[src/rtl/des3_iter_core.sv]
// rtl/des3_iter_core.sv - iterative valid/ready Triple-DES (EDE) engine, ROUNDS_PER_CYCLE rounds per clock
// Optional DES3_KEY3_EN adds the K3 port (3-key EDE); otherwise the third pass reuses K1.
module des3_iter_core #(
  parameter int ROUNDS_PER_CYCLE = 1,
  parameter int CNT_W            = 6
) (
  input  logic        clk,
  input  logic        rst_n,
  input  logic        in_valid,
  output logic        in_ready,
  input  logic        decrypt,
  input  logic [63:0] data_in,
  input  logic [63:0] K1,
  input  logic [63:0] K2,
`ifdef DES3_KEY3_EN
  input  logic [63:0] K3,
`endif
  output logic        out_valid,
  input  logic        out_ready,
  output logic [63:0] data_out,
  output logic        busy
);

  localparam logic [CNT_W-1:0] LAST = CNT_W'(48 / ROUNDS_PER_CYCLE - 1);

  localparam int IP_T [64] = '{58,50,42,34,26,18,10,2, 60,52,44,36,28,20,12,4, 62,54,46,38,30,22,14,6, 64,56,48,40,32,24,16,8,
                               57,49,41,33,25,17,9,1, 59,51,43,35,27,19,11,3, 61,53,45,37,29,21,13,5, 63,55,47,39,31,23,15,7};
  localparam int FP_T [64] = '{40,8,48,16,56,24,64,32, 39,7,47,15,55,23,63,31, 38,6,46,14,54,22,62,30, 37,5,45,13,53,21,61,29,
                               36,4,44,12,52,20,60,28, 35,3,43,11,51,19,59,27, 34,2,42,10,50,18,58,26, 33,1,41,9,49,17,57,25};
  localparam int E_T [48]  = '{32,1,2,3,4,5, 4,5,6,7,8,9, 8,9,10,11,12,13, 12,13,14,15,16,17,
                               16,17,18,19,20,21, 20,21,22,23,24,25, 24,25,26,27,28,29, 28,29,30,31,32,1};
  localparam int P_T [32]  = '{16,7,20,21,29,12,28,17, 1,15,23,26,5,18,31,10, 2,8,24,14,32,27,3,9, 19,13,30,6,22,11,4,25};
  localparam int PC1_T [56] = '{57,49,41,33,25,17,9, 1,58,50,42,34,26,18, 10,2,59,51,43,35,27, 19,11,3,60,52,44,36,
                                63,55,47,39,31,23,15, 7,62,54,46,38,30,22, 14,6,61,53,45,37,29, 21,13,5,28,20,12,4};
  localparam int PC2_T [48] = '{14,17,11,24,1,5, 3,28,15,6,21,10, 23,19,12,4,26,8, 16,7,27,20,13,2,
                                41,52,31,37,47,55, 30,40,51,45,33,48, 44,49,39,56,34,53, 46,42,50,36,29,32};
  localparam int SHIFT_T [16] = '{1,1,2,2,2,2,2,2,1,2,2,2,2,2,2,1};
  localparam int S_T [8][64] = '{
    '{14,4,13,1,2,15,11,8,3,10,6,12,5,9,0,7, 0,15,7,4,14,2,13,1,10,6,12,11,9,5,3,8, 4,1,14,8,13,6,2,11,15,12,9,7,3,10,5,0, 15,12,8,2,4,9,1,7,5,11,3,14,10,0,6,13},
    '{15,1,8,14,6,11,3,4,9,7,2,13,12,0,5,10, 3,13,4,7,15,2,8,14,12,0,1,10,6,9,11,5, 0,14,7,11,10,4,13,1,5,8,12,6,9,3,2,15, 13,8,10,1,3,15,4,2,11,6,7,12,0,5,14,9},
    '{10,0,9,14,6,3,15,5,1,13,12,7,11,4,2,8, 13,7,0,9,3,4,6,10,2,8,5,14,12,11,15,1, 13,6,4,9,8,15,3,0,11,1,2,12,5,10,14,7, 1,10,13,0,6,9,8,7,4,15,14,3,11,5,2,12},
    '{7,13,14,3,0,6,9,10,1,2,8,5,11,12,4,15, 13,8,11,5,6,15,0,3,4,7,2,12,1,10,14,9, 10,6,9,0,12,11,7,13,15,1,3,14,5,2,8,4, 3,15,0,6,10,1,13,8,9,4,5,11,12,7,2,14},
    '{2,12,4,1,7,10,11,6,8,5,3,15,13,0,14,9, 14,11,2,12,4,7,13,1,5,0,15,10,3,9,8,6, 4,2,1,11,10,13,7,8,15,9,12,5,6,3,0,14, 11,8,12,7,1,14,2,13,6,15,0,9,10,4,5,3},
    '{12,1,10,15,9,2,6,8,0,13,3,4,14,7,5,11, 10,15,4,2,7,12,9,5,6,1,13,14,0,11,3,8, 9,14,15,5,2,8,12,3,7,0,4,10,1,13,11,6, 4,3,2,12,9,5,15,10,11,14,1,7,6,0,8,13},
    '{4,11,2,14,15,0,8,13,3,12,9,7,5,10,6,1, 13,0,11,7,4,9,1,10,14,3,5,12,2,15,8,6, 1,4,11,13,12,3,7,14,10,15,6,8,0,5,9,2, 6,11,13,8,1,4,10,7,9,5,0,15,14,2,3,12},
    '{13,2,8,4,6,15,11,1,10,9,3,14,5,0,12,7, 1,15,13,8,10,3,7,4,12,5,6,11,0,14,9,2, 7,11,4,1,9,12,14,2,0,6,10,13,15,3,5,8, 2,1,14,7,4,10,8,13,15,12,9,0,3,5,6,11}};

  // Tables use FIPS numbering: entry n selects input bit n counted from the MSB (bit 1).
  function automatic logic [63:0] f_ip(input logic [63:0] x);
    logic [63:0] y;
    for (int i = 0; i < 64; i++) y[6'(63-i)] = x[6'(64-IP_T[6'(i)])];
    return y;
  endfunction

  function automatic logic [63:0] f_fp(input logic [63:0] x);
    logic [63:0] y;
    for (int i = 0; i < 64; i++) y[6'(63-i)] = x[6'(64-FP_T[6'(i)])];
    return y;
  endfunction

  function automatic logic [55:0] f_pc1(input logic [63:0] x);
    logic [55:0] y;
    for (int i = 0; i < 56; i++) y[6'(55-i)] = x[6'(64-PC1_T[6'(i)])];
    return y;
  endfunction

  function automatic logic [47:0] f_pc2(input logic [55:0] x);
    logic [47:0] y;
    for (int i = 0; i < 48; i++) y[6'(47-i)] = x[6'(56-PC2_T[6'(i)])];
    return y;
  endfunction

  function automatic logic [31:0] f_feistel(input logic [31:0] r, input logic [47:0] k);
    logic [47:0] x;
    logic [5:0]  s;
    logic [31:0] y;
    logic [31:0] z;
    for (int i = 0; i < 48; i++) x[6'(47-i)] = r[5'(32-E_T[6'(i)])];
    x = x ^ k;
    for (int b = 0; b < 8; b++) begin
      s = x[6'(47-6*b) -: 6];
      y[5'(31-4*b) -: 4] = 4'(S_T[3'(b)][{s[5], s[0], s[4:1]}]);
    end
    for (int i = 0; i < 32; i++) z[5'(31-i)] = y[5'(32-P_T[5'(i)])];
    return z;
  endfunction

  function automatic logic [55:0] rot_l(input logic [55:0] c, input int n);
    if (n == 1) return {c[54:28], c[55], c[26:0], c[27]};
    return {c[53:28], c[55:54], c[25:0], c[27:26]};
  endfunction

  function automatic logic [55:0] rot_r(input logic [55:0] c, input int n);
    if (n == 1) return {c[28], c[55:29], c[0], c[27:1]};
    return {c[29:28], c[55:30], c[1:0], c[27:2]};
  endfunction

  typedef enum logic [1:0] {S_IDLE, S_RUN, S_DONE} state_t;

  state_t           state_q, state_nx;
  logic [CNT_W-1:0] cnt_q;
  logic [63:0]      lr_q, lr_nx;
  logic [55:0]      cd_q, cd_nx;
  logic [63:0]      k1_q, k2_q, k3_q;
  logic             dec_q;

  int          base, rnd;
  logic        pass_dec;
  logic [63:0] pk;
  logic [55:0] c;
  logic [47:0] sk;
  logic [31:0] l, r, t;

  // Passes never straddle a clock since ROUNDS_PER_CYCLE divides 16; the key schedule reloads at round 0.
  always_comb begin
    base     = int'(cnt_q) * ROUNDS_PER_CYCLE;
    rnd      = 0;
    sk       = '0;
    t        = '0;
    pass_dec = dec_q ^ (base / 16 == 1);
    if (base / 16 == 1)                pk = k2_q;
    else if ((base / 16 == 0) ^ dec_q) pk = k1_q;
    else                               pk = k3_q;
    c      = (base % 16 == 0) ? f_pc1(pk) : cd_q;
    {l, r} = lr_q;
    for (int j = 0; j < ROUNDS_PER_CYCLE; j++) begin
      rnd = base % 16 + j;
      if (!pass_dec) c = rot_l(c, SHIFT_T[4'(rnd)]);
      sk = f_pc2(c);
      if (pass_dec) c = rot_r(c, SHIFT_T[4'(15 - rnd)]);
      t = l ^ f_feistel(r, sk);
      // Round 16 skips the swap, which also yields the R16/L16 pre-output that feeds the next pass.
      if (rnd == 15) l = t;
      else begin
        l = r;
        r = t;
      end
    end
    lr_nx = {l, r};
    cd_nx = c;
  end

  always_comb begin
    state_nx = state_q;
    case (state_q)
      S_IDLE:  if (in_valid) state_nx = S_RUN;
      S_RUN:   if (cnt_q == LAST) state_nx = S_DONE;
      S_DONE:  if (out_ready) state_nx = S_IDLE;
      default: state_nx = S_IDLE;
    endcase
  end

`ifndef DES3_KEY3_EN
  assign k3_q = k1_q;
`endif

  always_ff @(posedge clk or negedge rst_n) begin
    if (!rst_n) begin
      state_q  <= S_IDLE;
      cnt_q    <= '0;
      lr_q     <= '0;
      cd_q     <= '0;
      k1_q     <= '0;
      k2_q     <= '0;
`ifdef DES3_KEY3_EN
      k3_q     <= '0;
`endif
      dec_q    <= 1'b0;
      data_out <= '0;
    end else begin
      state_q <= state_nx;
      if (state_q == S_IDLE && in_valid) begin
        lr_q  <= f_ip(data_in);
        k1_q  <= K1;
        k2_q  <= K2;
`ifdef DES3_KEY3_EN
        k3_q  <= K3;
`endif
        dec_q <= decrypt;
        cnt_q <= '0;
      end else if (state_q == S_RUN) begin
        lr_q  <= lr_nx;
        cd_q  <= cd_nx;
        cnt_q <= cnt_q + 1'b1;
        if (cnt_q == LAST) data_out <= f_fp(lr_nx);
      end
    end
  end

  assign in_ready  = (state_q == S_IDLE);
  assign out_valid = (state_q == S_DONE);
  assign busy      = (state_q != S_IDLE);

endmodule

[config.mk]
export PLATFORM = sky130hd
export DESIGN_NAME = des3_iter_core
export DESIGN_NICKNAME = d
export VERILOG_FILES = /design/src/rtl/des3_iter_core.sv
export SDC_FILE = /design/constraint.sdc
export NUM_CORES = 1
export LEC_CHECK = 0
export BUFFER_PORTS_ARGS = -buffer_cell sky130_fd_sc_hd__buf_2
export CAP_MARGIN = 40
export CORE_AREA = 2 2 101 103
export DETAILED_ROUTE_END_ITERATION = 10
export DIE_AREA = 0 0 103 105
export GPL_ROUTABILITY_DRIVEN = 0
export GPL_TIMING_DRIVEN = 0
export PLACE_DENSITY = 0.56
export REMOVE_ABC_BUFFERS = 1
export SYNTH_ARGS = -nofsm -noshare
export SYNTH_HDL_FRONTEND = slang
export SYNTH_SLANG_ARGS = --single-unit
[constraint.sdc]
create_clock -name clk -period 1.7 [get_ports clk]
set_input_delay 0.085 -clock clk [delete_from_list [all_inputs] [get_ports clk]]
set_output_delay 0.085 -clock clk [all_outputs]
set_load 0.005 [all_outputs]
After elaboration in Yosys (flattened, before gate mapping). Cells that the tools add are included.

Register bits after elaboration: 8. Input port bits: 197. Output and inout bits: 67. Logic and storage cells: 20.

Mux-type cells: 6. Equality and inequality tests: 6. $add $sub $neg: 1. Reduce and logical (&&, ||, !) cells: 5.

Operators with widths (count): $mux 6 (2); $add 6x1->6 const B (1); $eq 6x6->1 const B (1); $mux 2 (3); $pmux 2 s3 (1); $ne 2x2->1 const B (2); $reduce_bool 2->1 (2); $reduce_and 3->1 (1); $eq 2x1->1 const B (1); $eq 2x2->1 const B (1); $logic_not 2->1 (1); $ne 2x1->1 const B (1); $logic_and 1x1->1 (1).

Longest topological paths before layout. Gate-level depths: netlist of the first run.

Depth after elaboration: 3. Depth in mapped cells: 4. Depth with buffers taken out: 4.

Worst setup path after synthesis of the first run. No wires, ideal clock.

Path type: reg2reg. From: reg cnt_q[0]. To: reg cnt_q[2]. Library setup time: 0.121 ns. Path buffers: 0. Cell stages (with the launch flop): 4. Period minus slack after synthesis: 1.220 ns. Setup slack: 0.480 ns. Arrival: 1.099 ns. Cells stage by stage: dfrtp_1 ha_1 mux2_4 a22o_1.

Cells in the longest elaborated chain, start to end: 3.

Ends and longest elaborated chain: from (decl) (RTL line 101) `logic [CNT_W-1:0] cnt_q;`; from (signal assigned) (RTL line 184) `cnt_q <= cnt_q + 1'b1;`; $add 6x1->6 (RTL line 184); $mux 6 (RTL line 181) `end else if (state_q == S_RUN) begin`; $mux 6 (RTL line 172) `if (state_q == S_IDLE && in_valid) begin`.

No other way between the ends. The select of a mux whose other input is x is not followed. A chain may end at the register's enable or synchronous reset.

Worst setup path in the final report of the first run. Same ends and word-level chain as after synthesis.

==> summary.md, run 1 <==
| Metric | Value |
|---|---|
| Max Root-Sink Buffers | `2` |
| Ports | `264` |
| Root buf cell | `clkbuf_8` |
| Share of the synthesized area in the top cell type | `0.550` |
| Final Instance Count excl. Fillers | `245` |
| Initial core utilization | `0.0920` |
| Cell area after synthesis | `887 µm²` |
| Clock Skews | `just over 5 ps` |
| Core region area | `around 9600 µm²` |
| Clock transition at the registers of the reported paths | `40 ps` |
| Leading area contributor after synthesis | `buf_4` |
| Vias/cell | `1.93` |
| Leading cell type in the layout, fill and taps excluded | `conb_1` |
| Worst path slowest cell | `dfrtp_1` |
| 1st-iter DRT viols | `6` |
| Critical path data arrival time | `1400 ps` |
| Post-CTS setup buffer count | `0` |
| Worst R2R Start | `cnt_q[0]` |
| # DRC | `0` |
| Chip Height | `105 µm` |
| Hold path startpoint | `out_ready` |
| CP Class | `register to register` |
| Port bufs | `6` |
| Sequential area share after synthesis | `0.226` |
| Placed cells | `241` |
| Crit-path max FO | `4` |
| CTS tree | `built` |
| Final net count | `312` |
| Post-Syn Instances | `104` |
| Syn. warnings | `0` |
| Final Slew Violations | `0` |
| Max incr delay on CP | `~400 ps` |
| Total track usage | `0.0206` |
| Startpoint Class | `register` |
| WL final | `1210 µm` |
| Syn-to-layout area delta | `-0.423%` |
| Maximum vdd ir drop | `0.535 mV` |
| First-pass GRT wire length | `roughly 1700 µm` |
| DP HPWL | `952 µm` |
| Fmax | `780 MHz` |
| Largest cells by area after synthesis | `buf_4, dfrtp_1, nand2_1` |
| Commonest non-fill, non-tap cells in the layout | `conb_1, dfrtp_1, nand2_1, buf_2, nor2_1` |
| Hold WS | `193 ps` |
| #FFs+latches synth | `8` |
| CTS sink count | `8` |
| Tightest Hold Check Type | `input pin to register` |
| Ant. Diodes | `0` |
| Final global-route overflow total | `0` |
| Avg Synthesized Cell Area | `8.53 µm²` |
| CP endpoint kind | `register` |
| Max-cap violation count | `0` |
| Pre-Repair DR Iteration Count | `4` |
| DIE AREA | `10800 µm²` |
| Setup TNS | `0 ps` |
| Initial antenna violation count | `0` |
| CTS-repair resized insts | `0` |
| Lkg Pwr | `~0.45 nW` |
| Horiz. Die Dim | `roughly 100 µm` |
| Avg WL per Cell | `approximately 4.9 µm` |
| FILL cells | `1165` |
| Vias in the first global route | `about 340` |
| Final antenna-violating net count | `0` |
| Via count | `473` |
| Library cells used by synthesis | `22` |
| TritonCTS Buffers | `3` |
| Tcrit/Tclk final | `0.754` |
| CP startpoint | `cnt_q[0]` |
| Proportion of layout cells with a drive suffix above 1 | `0.0982` |
| Required time of the worst setup path | `1820 ps` |
| Hold Vio Cnt, Final | `0` |
| Power Density | `1040 nW/µm²` |
| Largest net degree at the start of global routing | `11` |
| Final setup fails | `0` |
| Critical path, cell by cell | `ha_1 -> mux2_4 -> a22o_1` |
| RSZ-0062 raised after global routing | `false` |
| H-tree Lvls | `1` |
| Rows | `36` |
| Status | `complete, no violations` |
| Final min period | `1280 ps` |
| Worst skew pair latency | `230 ps` |
synth_stat cells:
cell type,number
buf_4,65
dfrtp_1,8
nand2_1,6
nor2_1,4
a22o_1,2
mux2i_1,2
nand3_1,2
and2b_1,1
and3_1,1
conb_1,1
ha_1,1
inv_1,1
mux2_2,1
mux2_4,1
nand2b_1,1
nand4_1,1
nor2b_1,1
nor3_1,1
o21ai_0,1
o21bai_1,1
o311ai_0,1
or3b_1,1
state kept, by name, indices dropped and copies added, names as in the netlist:
name / flops
cnt_q: 6
state_q: 2
timing repair:
item | in CTS | in global routing
endpoints found under the setup margin | 0 | 0
hold endpoints to repair | 8 | 0
hold buffers | 1 | 0
report_power, final:
part	switching [mW]	leakage, nW	internal [mW]
Combinational	0.155	0.329	0.160
Sequential	0.0925	0.0948	0.278
Clock	0.0781	0.0216	0.154
Total	0.326	0.445	0.592
worst max-delay path, delay by kind of cell, from the launching register on:
family | cells | cell delay, ps
adders and majority gates | 1 | 240
DFF | 1 | 400
AOI/OAI and AO/OA | 1 | 230
muxes | 1 | 300
kinds of logic after synthesis:
| kind of cell | count (synthesis) | share of synthesized area |
|---|---|---|
| multiplexers | 4 | 0.0522 |
| buffers and inverters | 66 | 0.554 |
| AO/OA/AOI/OAI | 5 | 0.0437 |
| AND/OR/NAND/NOR | 19 | 0.106 |
| flip-flops | 8 | 0.226 |
| other | 1 | 0.00423 |
| adder cells (fa/ha/maj) | 1 | 0.0141 |
final cells by class:
type / instances / area (µm²) / share of cell area
Multi-Input combinational cell: 93 / 432 / 0.489
Sequential cell: 8 / 200 / 0.227
Tap cell: 133 / 166 / 0.188
Clock buffer: 3 / 41.3 / 0.0467
Timing Repair Buffer: 7 / 40.0 / 0.0453
Inverter: 1 / 3.75 / 0.00425
final timing paths:
check                              to  slack, ps  cells past startpoint
min in group asynchronous    cnt_q[4]        240                      2
min reg2reg                  cnt_q[5]        470                      1
min                        state_q[1]        190                      3
max reg2reg                  cnt_q[2]        420                      3
max in group asynchronous    cnt_q[3]       1290                      2
max                          cnt_q[2]        420                      3
layer usage:
metal	vias up	routed length, µm	global-route usage
met5	-	0	0
met3	2	162	0.0120
li1	222	-	-
met2	39	616	0.0311
met1	210	419	0.0234
met4	0	8	0.00846
per-stage QoR:
stage / cell area (µm²) / setup WS (ps) / utilization / total power [mW]
4_1_cts: 883 / 413 / 0.0916 / 0.923
5_1_grt: 883 / 325 / 0.0916 / 1.00
2_1_floorplan: 636 / 480 / - / 0.604
3_3_place_gp: 832 / 444 / 0.0863 / 0.679
3_5_place_dp: 832 / 421 / 0.0863 / 0.687
6_report: 883 / 418 / 0.0916 / 0.917
(Power assumes the default switching activity.)
==> run 2, diff against run 1 <==
--- a/config.mk
+++ b/config.mk
@@ -5,6 +5,7 @@
 export SDC_FILE = /design/constraint.sdc
 export NUM_CORES = 1
 export LEC_CHECK = 0
+export ABC_AREA = 1
 export BUFFER_PORTS_ARGS = -buffer_cell sky130_fd_sc_hd__buf_2
 export CAP_MARGIN = 40
 export CORE_AREA = 2 2 101 103
==> constraint.sdc (replaced) <==
create_clock -name clk -period 1.34 [get_ports clk]
set_input_delay 0.067 -clock clk [delete_from_list [all_inputs] [get_ports clk]]
set_output_delay 0.067 -clock clk [all_outputs]
set_load 0.005 [all_outputs]
==> summary.md, run 2 <==
| Metric | Value |
|---|---|
| Status | `complete, no violations (unchanged)` |
| Cell Area, Placed | `891 µm² (was 832 µm²)` |
| CTS-repair resized insts | `0 (unchanged)` |
| RSZ-0062 raised after global routing | `false (unchanged)` |
| Fmax | `853 MHz` |
| Most used DFF post-synth | `dfrtp_1 (unchanged)` |
| #FFs+latches synth | `8 (unchanged)` |
| Cell area after synthesis | `938 µm² (was 887 µm²)` |
| Post-Synth Adder-Cell Area | `0.0133 (was 0.0141)` |
| Leading area contributor after synthesis | `buf_4 (unchanged)` |
| Chip Height | `105 µm (unchanged)` |
| WP buf/inv | `2 (was 0)` |
| Final Instance Count excl. Fillers | `269 (was 245)` |
| Post-synth EDFFs | `0 (unchanged)` |
| Core region area | `9640 µm² (unchanged)` |
| CTS tree | `built (unchanged)` |
| Commonest non-fill, non-tap cells in the layout | `conb_1, nand2_1, inv_1, dfrtp_1, buf_2 (was conb_1, dfrtp_1, nand2_1, buf_2, nor2_1)` |
| First-pass GRT wire length | `2160 µm (was 1700 µm)` |
| Ports | `264 (unchanged)` |
| Simple-Gate Fraction of Synth Area | `0.192 (was 0.106)` |
| Hold Vio Cnt, Final | `0 (unchanged)` |
| Largest register FFs | `6 (unchanged)` |
| Final antenna-violating net count | `0 (unchanged)` |
| Worst skew pair latency | `220 ps (was 230 ps)` |
| Worst path slowest cell | `dfrtp_1 (unchanged)` |
| CP Class | `register to output pin (was register to register)` |
| CTS sink count | `8 (unchanged)` |
| Hold Crit Depth | `4 (was 3)` |
| Post-Syn Instances | `127 (was 104)` |
| Worst R2R Setup Slack | `200 ps (was 420 ps)` |
| Placed cells | `265 (was 241)` |
| Crit-path max FO | `4 (unchanged)` |
| Max Root-Sink Buffers | `2 (unchanged)` |
| 1st-iter DRT viols | `4 (was 6)` |
| DIE AREA | `10800 µm² (unchanged)` |
| Required time of the worst setup path | `1270 ps (was 1820 ps)` |
| Post-CTS setup buffer count | `0 (unchanged)` |
| Final net count | `336 (was 312)` |
| Final instance area | `942 µm² (was 883 µm²)` |
| H-tree Lvls | `1 (unchanged)` |
| Leading cell type in the layout, fill and taps excluded | `conb_1 (unchanged)` |
| Largest net degree at the start of global routing | `9 (was 11)` |
| Syn-to-layout area delta | `0.400% (was -0.423%)` |
| Hold path startpoint | `out_ready (unchanged)` |
| Lkg Pwr | `0.509 nW (was 0.445 nW)` |
| Clock Skews | `1.91 ps (was 5.11 ps)` |
| Avg WL per Cell | `5.10 µm (was 4.92 µm)` |
| R2R depth | `5 (was 3)` |
| Total track usage | `0.0245 (was 0.0206)` |
| DP HPWL | `1160 µm (was 952 µm)` |
| Setup TNS | `0 ps (unchanged)` |
| Critical path, cell by cell | `nor2_2 -> inv_1 -> buf_2 (was ha_1 -> mux2_4 -> a22o_1)` |
| Max-cap violation count | `0 (unchanged)` |
| Worst Hold Path EP | `state_q[1] (unchanged)` |
| Initial antenna violation count | `0 (unchanged)` |
| Largest cells by area after synthesis | `buf_4, dfrtp_1, nand2_1 (unchanged)` |
| Post-synth ARST share | `1.00 (unchanged)` |
| Fraction of the mapped netlist area in compound gates | `0.0213 (was 0.0437)` |
| Util after Layout | `0.0977 (was 0.0916)` |
| CP endpoint kind | `output pin (was register)` |
| Port bufs | `6 (unchanged)` |
| Sequential area share after synthesis | `0.213 (was 0.226)` |
| TritonCTS Buffers | `3 (unchanged)` |
| Tcrit/Tclk final | `0.875` |
| Vias in the first global route | `480 (was 341)` |
| Startpoint Class | `register (unchanged)` |
| Final global-route overflow total | `0 (unchanged)` |
| Final setup fails | `0 (unchanged)` |
| Max incr delay on CP | `430 ps (was 400 ps)` |
| Syn. warnings | `0 (unchanged)` |
| Vias/cell | `2.15 (was 1.93)` |
| Share of the synthesized area in the top cell type | `0.512 (was 0.550)` |
| Largest regs | `cnt_q (6), state_q (2) (unchanged)` |
| Via count | `579 (was 473)` |
| Ant. Diodes | `0 (unchanged)` |
| Post-Synth XOR/XNOR Area | `0 (unchanged)` |
| Proportion of layout cells with a drive suffix above 1 | `0.132 (was 0.0982)` |
| Biggest register | `cnt_q (unchanged)` |
| Total power | `1.17 mW (was 917 µW)` |
| Kind of cell adding the most delay to the critical path | `flip-flops (unchanged)` |
| WL final | `1370 µm (was 1210 µm)` |
| Clock transition at the registers of the reported paths | `40 ps (about the same)` |
| Initial core utilization | `0.0974 (was 0.0920)` |
| Final Slew Violations | `0 (unchanged)` |
| Rows | `36 (unchanged)` |
| Critical path data arrival time | `1110 ps (was 1400 ps)` |
| Avg Synthesized Cell Area | `7.39 µm² (was 8.53 µm²)` |
| Root buf cell | `clkbuf_8 (unchanged)` |
| Pre-Repair DR Iteration Count | `4 (unchanged)` |
| # DRC | `0 (unchanged)` |
| R2R Path End | `state_q[1] (was cnt_q[2])` |
| Main combinational cell family by area after synthesis | `buffers and inverters (unchanged)` |
| Final min period | `~1200 ps` |
| Worst R2R Start | `cnt_q[0] (unchanged)` |
| Top-count cell post-synth | `buf_4 (unchanged)` |
| Tightest Hold Check Type | `input pin to register (unchanged)` |
| Power Density | `1240 nW/µm² (was 1040 nW/µm²)` |
| Maximum vdd ir drop | `0.650 mV (was 0.535 mV)` |
| Library cells used by synthesis | `16 (was 22)` |
| Mux contribution to synthesized area | `0 (was 0.0522)` |
| Synth top cells by count | `buf_4, nand2_1, dfrtp_1, inv_1, nand3_1 (was buf_4, dfrtp_1, nand2_1)` |
| Horiz. Die Dim | `103 µm (unchanged)` |
run 2: cell types whose count changed after synthesis, moves of 2 or more:
| cell | delta |
|---|---|
| nand4_1 | +2 |
| nand2_1 | +15 |
| inv_1 | +7 |
| nand3_1 | +3 |
| nor2_2 | +2 |
| o21ai_1 | +3 |
| inv_2 | +3 |
| a22o_1 | -2 |
| nand2_2 | +2 |
| mux2i_1 | -2 |
run 2: what timing repair did:
action,in CTS,in global routing
endpoints found under the hold margin,8,0
hold buffers,1,0
endpoints found under the setup margin,0,0
run 2: layout make-up:
class,instances,area (µm²)
inverter,11,41.3
clock buffer,3,41.3
tap,133,166
multi-input combinational,107,453
fill,1161,8700
timing repair buffer,7,40.0
sequential,8,200
run 2: where the power goes:
part	leakage, nW	switching, mW	internal [mW]
clock	0.0216	0.0881	0.194
combinational	0.388	0.282	0.153
sequential	0.0986	0.114	0.337
total	0.509	0.484	0.685
run 2: metrics by stage:
| stage | hold WS [ps] | setup WS, ps |
|---|---|---|
| after floorplan | -229 | 345 |
| after CTS | 137 | 136 |
| after detailed placement | -79.5 | 198 |
| after global routing | 154 | 23.9 |
| after global placement | -77.4 | 244 |
| final | 139 | 167 |
run 2: worst reg2reg max path, delay by kind of cell (launching register included):
family | cells | cell delay, ps
DFF | 1 | 410
adders and majority gates | 1 | 230
and+or+nand+nor | 4 | 440
run 2: worst max path at each step:
stage / start / to / cells past startpoint / slack (ps)
2_1_floorplan: state_q[1] / cnt_q[5] / 6 / 340
3_3_place_gp: cnt_q[0] / state_q[1] / 5 / 240
3_5_place_dp: cnt_q[0] / state_q[1] / 5 / 200
4_1_cts: state_q[1] / busy / 3 / 140
5_1_grt: cnt_q[0] / state_q[1] / 5 / 20
6_report: state_q[1] / busy / 3 / 170
run 2: cells by family (layout without fill, tap and decap cells):
group / Yosys count / in the layout
AND/OR/NAND/NOR: 38 / 38
buffers and inverters: 75 / 21
flip-flops: 8 / 8
AO/OA/AOI/OAI: 4 / 4
adder cells (fa/ha/maj): 1 / 1
other: 1 / 64
run 2: metal layers:
layer | global-route usage | up-vias | wire, µm
met5 | 0 | - | 0
met4 | 0.0113 | 0 | 14
met3 | 0.00468 | 2 | 138
met2 | 0.0404 | 38 | 694
met1 | 0.0303 | 260 | 523
li1 | - | 279 | -
==> run 3, diff against run 2 <==
--- a/config.mk
+++ b/config.mk
@@ -8,12 +8,14 @@
 export ABC_AREA = 1
 export BUFFER_PORTS_ARGS = -buffer_cell sky130_fd_sc_hd__buf_2
 export CAP_MARGIN = 40
-export CORE_AREA = 2 2 101 103
+export CELL_PAD_IN_SITES_DETAIL_PLACEMENT = 1
+export CELL_PAD_IN_SITES_GLOBAL_PLACEMENT = 1
+export CORE_AREA = 2 2 103 105
 export DETAILED_ROUTE_END_ITERATION = 10
-export DIE_AREA = 0 0 103 105
+export DIE_AREA = 0 0 105 107
 export GPL_ROUTABILITY_DRIVEN = 0
 export GPL_TIMING_DRIVEN = 0
-export PLACE_DENSITY = 0.56
+export PLACE_DENSITY = 0.88
 export REMOVE_ABC_BUFFERS = 1
 export SYNTH_ARGS = -nofsm -noshare
 export SYNTH_HDL_FRONTEND = slang
==> summary.md, run 3 (synthesized netlist as in run 2, its figures left out) <==
| Metric | Value |
|---|---|
| Initial antenna violation count | `0 (unchanged)` |
| Root buf cell | `clkbuf_8 (unchanged)` |
| Max Root-Sink Buffers | `2 (unchanged)` |
| Startpoint Class | `register (unchanged)` |
| Status | `complete, no violations (unchanged)` |
| Critical path data arrival time | `1130 ps (was 1110 ps)` |
| Biggest register | `cnt_q (unchanged)` |
| Syn-to-layout area delta | `0.800% (was 0.400%)` |
| Leading cell type in the layout, fill and taps excluded | `conb_1 (unchanged)` |
| Worst path depth | `3 (unchanged)` |
| Hold Vio Cnt, Final | `0 (unchanged)` |
| DIE AREA | `11200 µm² (was 10800 µm²)` |
| Max-cap violation count | `0 (unchanged)` |
| Final min period | `1200 ps (was 1170 ps)` |
| CTS tree | `built (unchanged)` |
| WL final | `1530 µm (was 1370 µm)` |
| Crit-path max FO | `4 (unchanged)` |
| RSZ-0062 raised after global routing | `false (unchanged)` |
| Clock share of power | `0.251 (was 0.241)` |
| Clock Skews | `2.70 ps (was 1.91 ps)` |
| Largest register FFs | `6 (unchanged)` |
| Final global-route overflow total | `0 (unchanged)` |
| Final net count | `336 (unchanged)` |
| Ports | `264 (unchanged)` |
| Proportion of layout cells with a drive suffix above 1 | `0.132 (unchanged)` |
| Pre-Repair DR Iteration Count | `4 (unchanged)` |
| R2R depth | `5 (unchanged)` |
| Setup TNS | `0 ps (unchanged)` |
| Ant. Diodes | `0 (unchanged)` |
| Comb pwr share | `0.366 (was 0.373)` |
| Worst R2R Setup Slack | `220 ps (was 200 ps)` |
| Avg WL per Cell | `5.61 µm (was 5.10 µm)` |
| Critical path, cell by cell | `nor2_2 -> inv_1 -> buf_2 (unchanged)` |
| Max incr delay on CP | `440 ps (was 430 ps)` |
| Worst path slowest cell | `dfrtp_1 (unchanged)` |
| Dpl ws | `221 ps (was 198 ps)` |
| CP Class | `register to output pin (unchanged)` |
| Total track usage | `0.0241 (was 0.0245)` |
| TritonCTS Buffers | `3 (unchanged)` |
| Sw Ratio | `0.419 (was 0.414)` |
| Final setup fails | `0 (unchanged)` |
| Largest net degree at the start of global routing | `9 (unchanged)` |
| Seq pwr share | `0.383 (was 0.386)` |
| CTS-repair resized insts | `0 (unchanged)` |
| Wl on met1 | `571 µm (was 523 µm)` |
| Rows | `37 (was 36)` |
| Commonest non-fill, non-tap cells in the layout | `conb_1, nand2_1, inv_1, dfrtp_1, buf_2 (unchanged)` |
| Switching pwr | `493 µW (was 484 µW)` |
| CP endpoint kind | `output pin (unchanged)` |
| Clock transition at the registers of the reported paths | `40 ps (about the same)` |
| WP buf/inv | `2 (unchanged)` |
| Worst skew pair latency | `230 ps (was 220 ps)` |
| Internal power | `683 µW (was 685 µW)` |
| Tightest Hold Check Type | `input pin to register (unchanged)` |
| Met3 Routed Length | `103 µm (was 138 µm)` |
| DP HPWL | `1270 µm (was 1160 µm)` |
| Vias in the first global route | `486 (was 480)` |
| FILL cells | `1293 (was 1161)` |
| Horiz. Die Dim | `105 µm (was 103 µm)` |
| Final instance area | `946 µm² (was 942 µm²)` |
| CP startpoint | `state_q[1] (unchanged)` |
| Post-CTS setup buffer count | `0 (unchanged)` |
| Tcrit/Tclk final | `0.895 (was 0.875)` |
| Chip Height | `107 µm (was 105 µm)` |
| Util after Layout | `0.0937 (was 0.0977)` |
| First-pass GRT wire length | `2190 µm (was 2160 µm)` |
| # DRC | `0 (unchanged)` |
| Required time of the worst setup path | `1270 ps (about the same)` |
| Initial core utilization | `0.0930 (was 0.0974)` |
| H-tree Lvls | `1 (unchanged)` |
| Worst R2R Start | `cnt_q[0] (unchanged)` |
| Final antenna-violating net count | `0 (unchanged)` |
| Lkg Pwr | `0.509 nW (unchanged)` |
| Met2 wire length | `814 µm (was 694 µm)` |
| CP endpoint | `busy (unchanged)` |
| Final Slew Violations | `0 (unchanged)` |
| Largest regs | `cnt_q (6), state_q (2) (unchanged)` |
| Via count | `567 (was 579)` |
| Core region area | `10100 µm² (was 9640 µm²)` |
| Port bufs | `6 (unchanged)` |
| Maximum vdd ir drop | `0.571 mV (was 0.650 mV)` |
| CTS sink count | `8 (unchanged)` |
| Vias/cell | `2.08 (was 2.15)` |
| Highest metal used | `met4 (unchanged)` |
| Kind of cell adding the most delay to the critical path | `flip-flops (unchanged)` |
| R2R Path End | `state_q[1] (unchanged)` |
| Cell Area, Placed | `895 µm² (was 891 µm²)` |
| 1st-iter DRT viols | `10 (was 4)` |
| Power Density | `1240 nW/µm² (about the same)` |
| Fmax | `834 MHz (was 853 MHz)` |
| Setup ws final | `141 ps (was 167 ps)` |
## run 3: per-stage QoR
stage               total power, mW  std cells  hold WS, ps
finish                         1.18        272          137
global route                   1.31        272          172
floorplan                     0.762        126         -229
global placement              0.869        268        -78.4
CTS                            1.20        272          137
detailed placement            0.883        268        -76.2
## run 3: worst reg2reg max path: stages, from the launching register on
cell and delay [ps]:
dfrtp_1 400, ha_1 230, nand3_1 110, nor2_1 160, nand4_1 90, nand2_1 70
## run 3: how the worst min path moves through the flow
stage	cells past startpoint	startpoint	end	slack, ps
after floorplan	0	rst_n	cnt_q[0]	-230
after global placement	1	rst_n	cnt_q[0]	-80
final	3	in_valid	state_q[0]	140
after global routing	4	out_ready	state_q[1]	170
after detailed placement	1	rst_n	cnt_q[0]	-80
after CTS	4	out_ready	state_q[1]	140
## run 3: timing repair
action,CTS,global route
endpoints found under the hold margin,8,0
hold buffers,1,0
endpoints found under the setup margin,0,0
## run 3: metal layers
layer / track usage / vias up
met5: 0 / -
met4: 0.0171 / 0
met3: 0.00426 / 3
met2: 0.0399 / 24
met1: 0.0283 / 262
li1: - / 278
## run 3: power groups by stage
stage                     Combinational [mW]  Sequential (mW)  Clock (mW)
after floorplan                        0.339            0.424           0
after global placement                 0.419            0.450           0
after detailed placement               0.429            0.454           0
after CTS                              0.435            0.454       0.309
after global routing                   0.513            0.472       0.322
final                                  0.431            0.451       0.295
## run 3: final cells by class
cell class	count	area, µm²	area share
repair buffers	7	40.0	0.0423
well taps	136	170	0.180
inverters	11	41.3	0.0437
flip-flops and latches	8	200	0.212
multi-input cells	107	453	0.479
clock buffers	3	41.3	0.0437
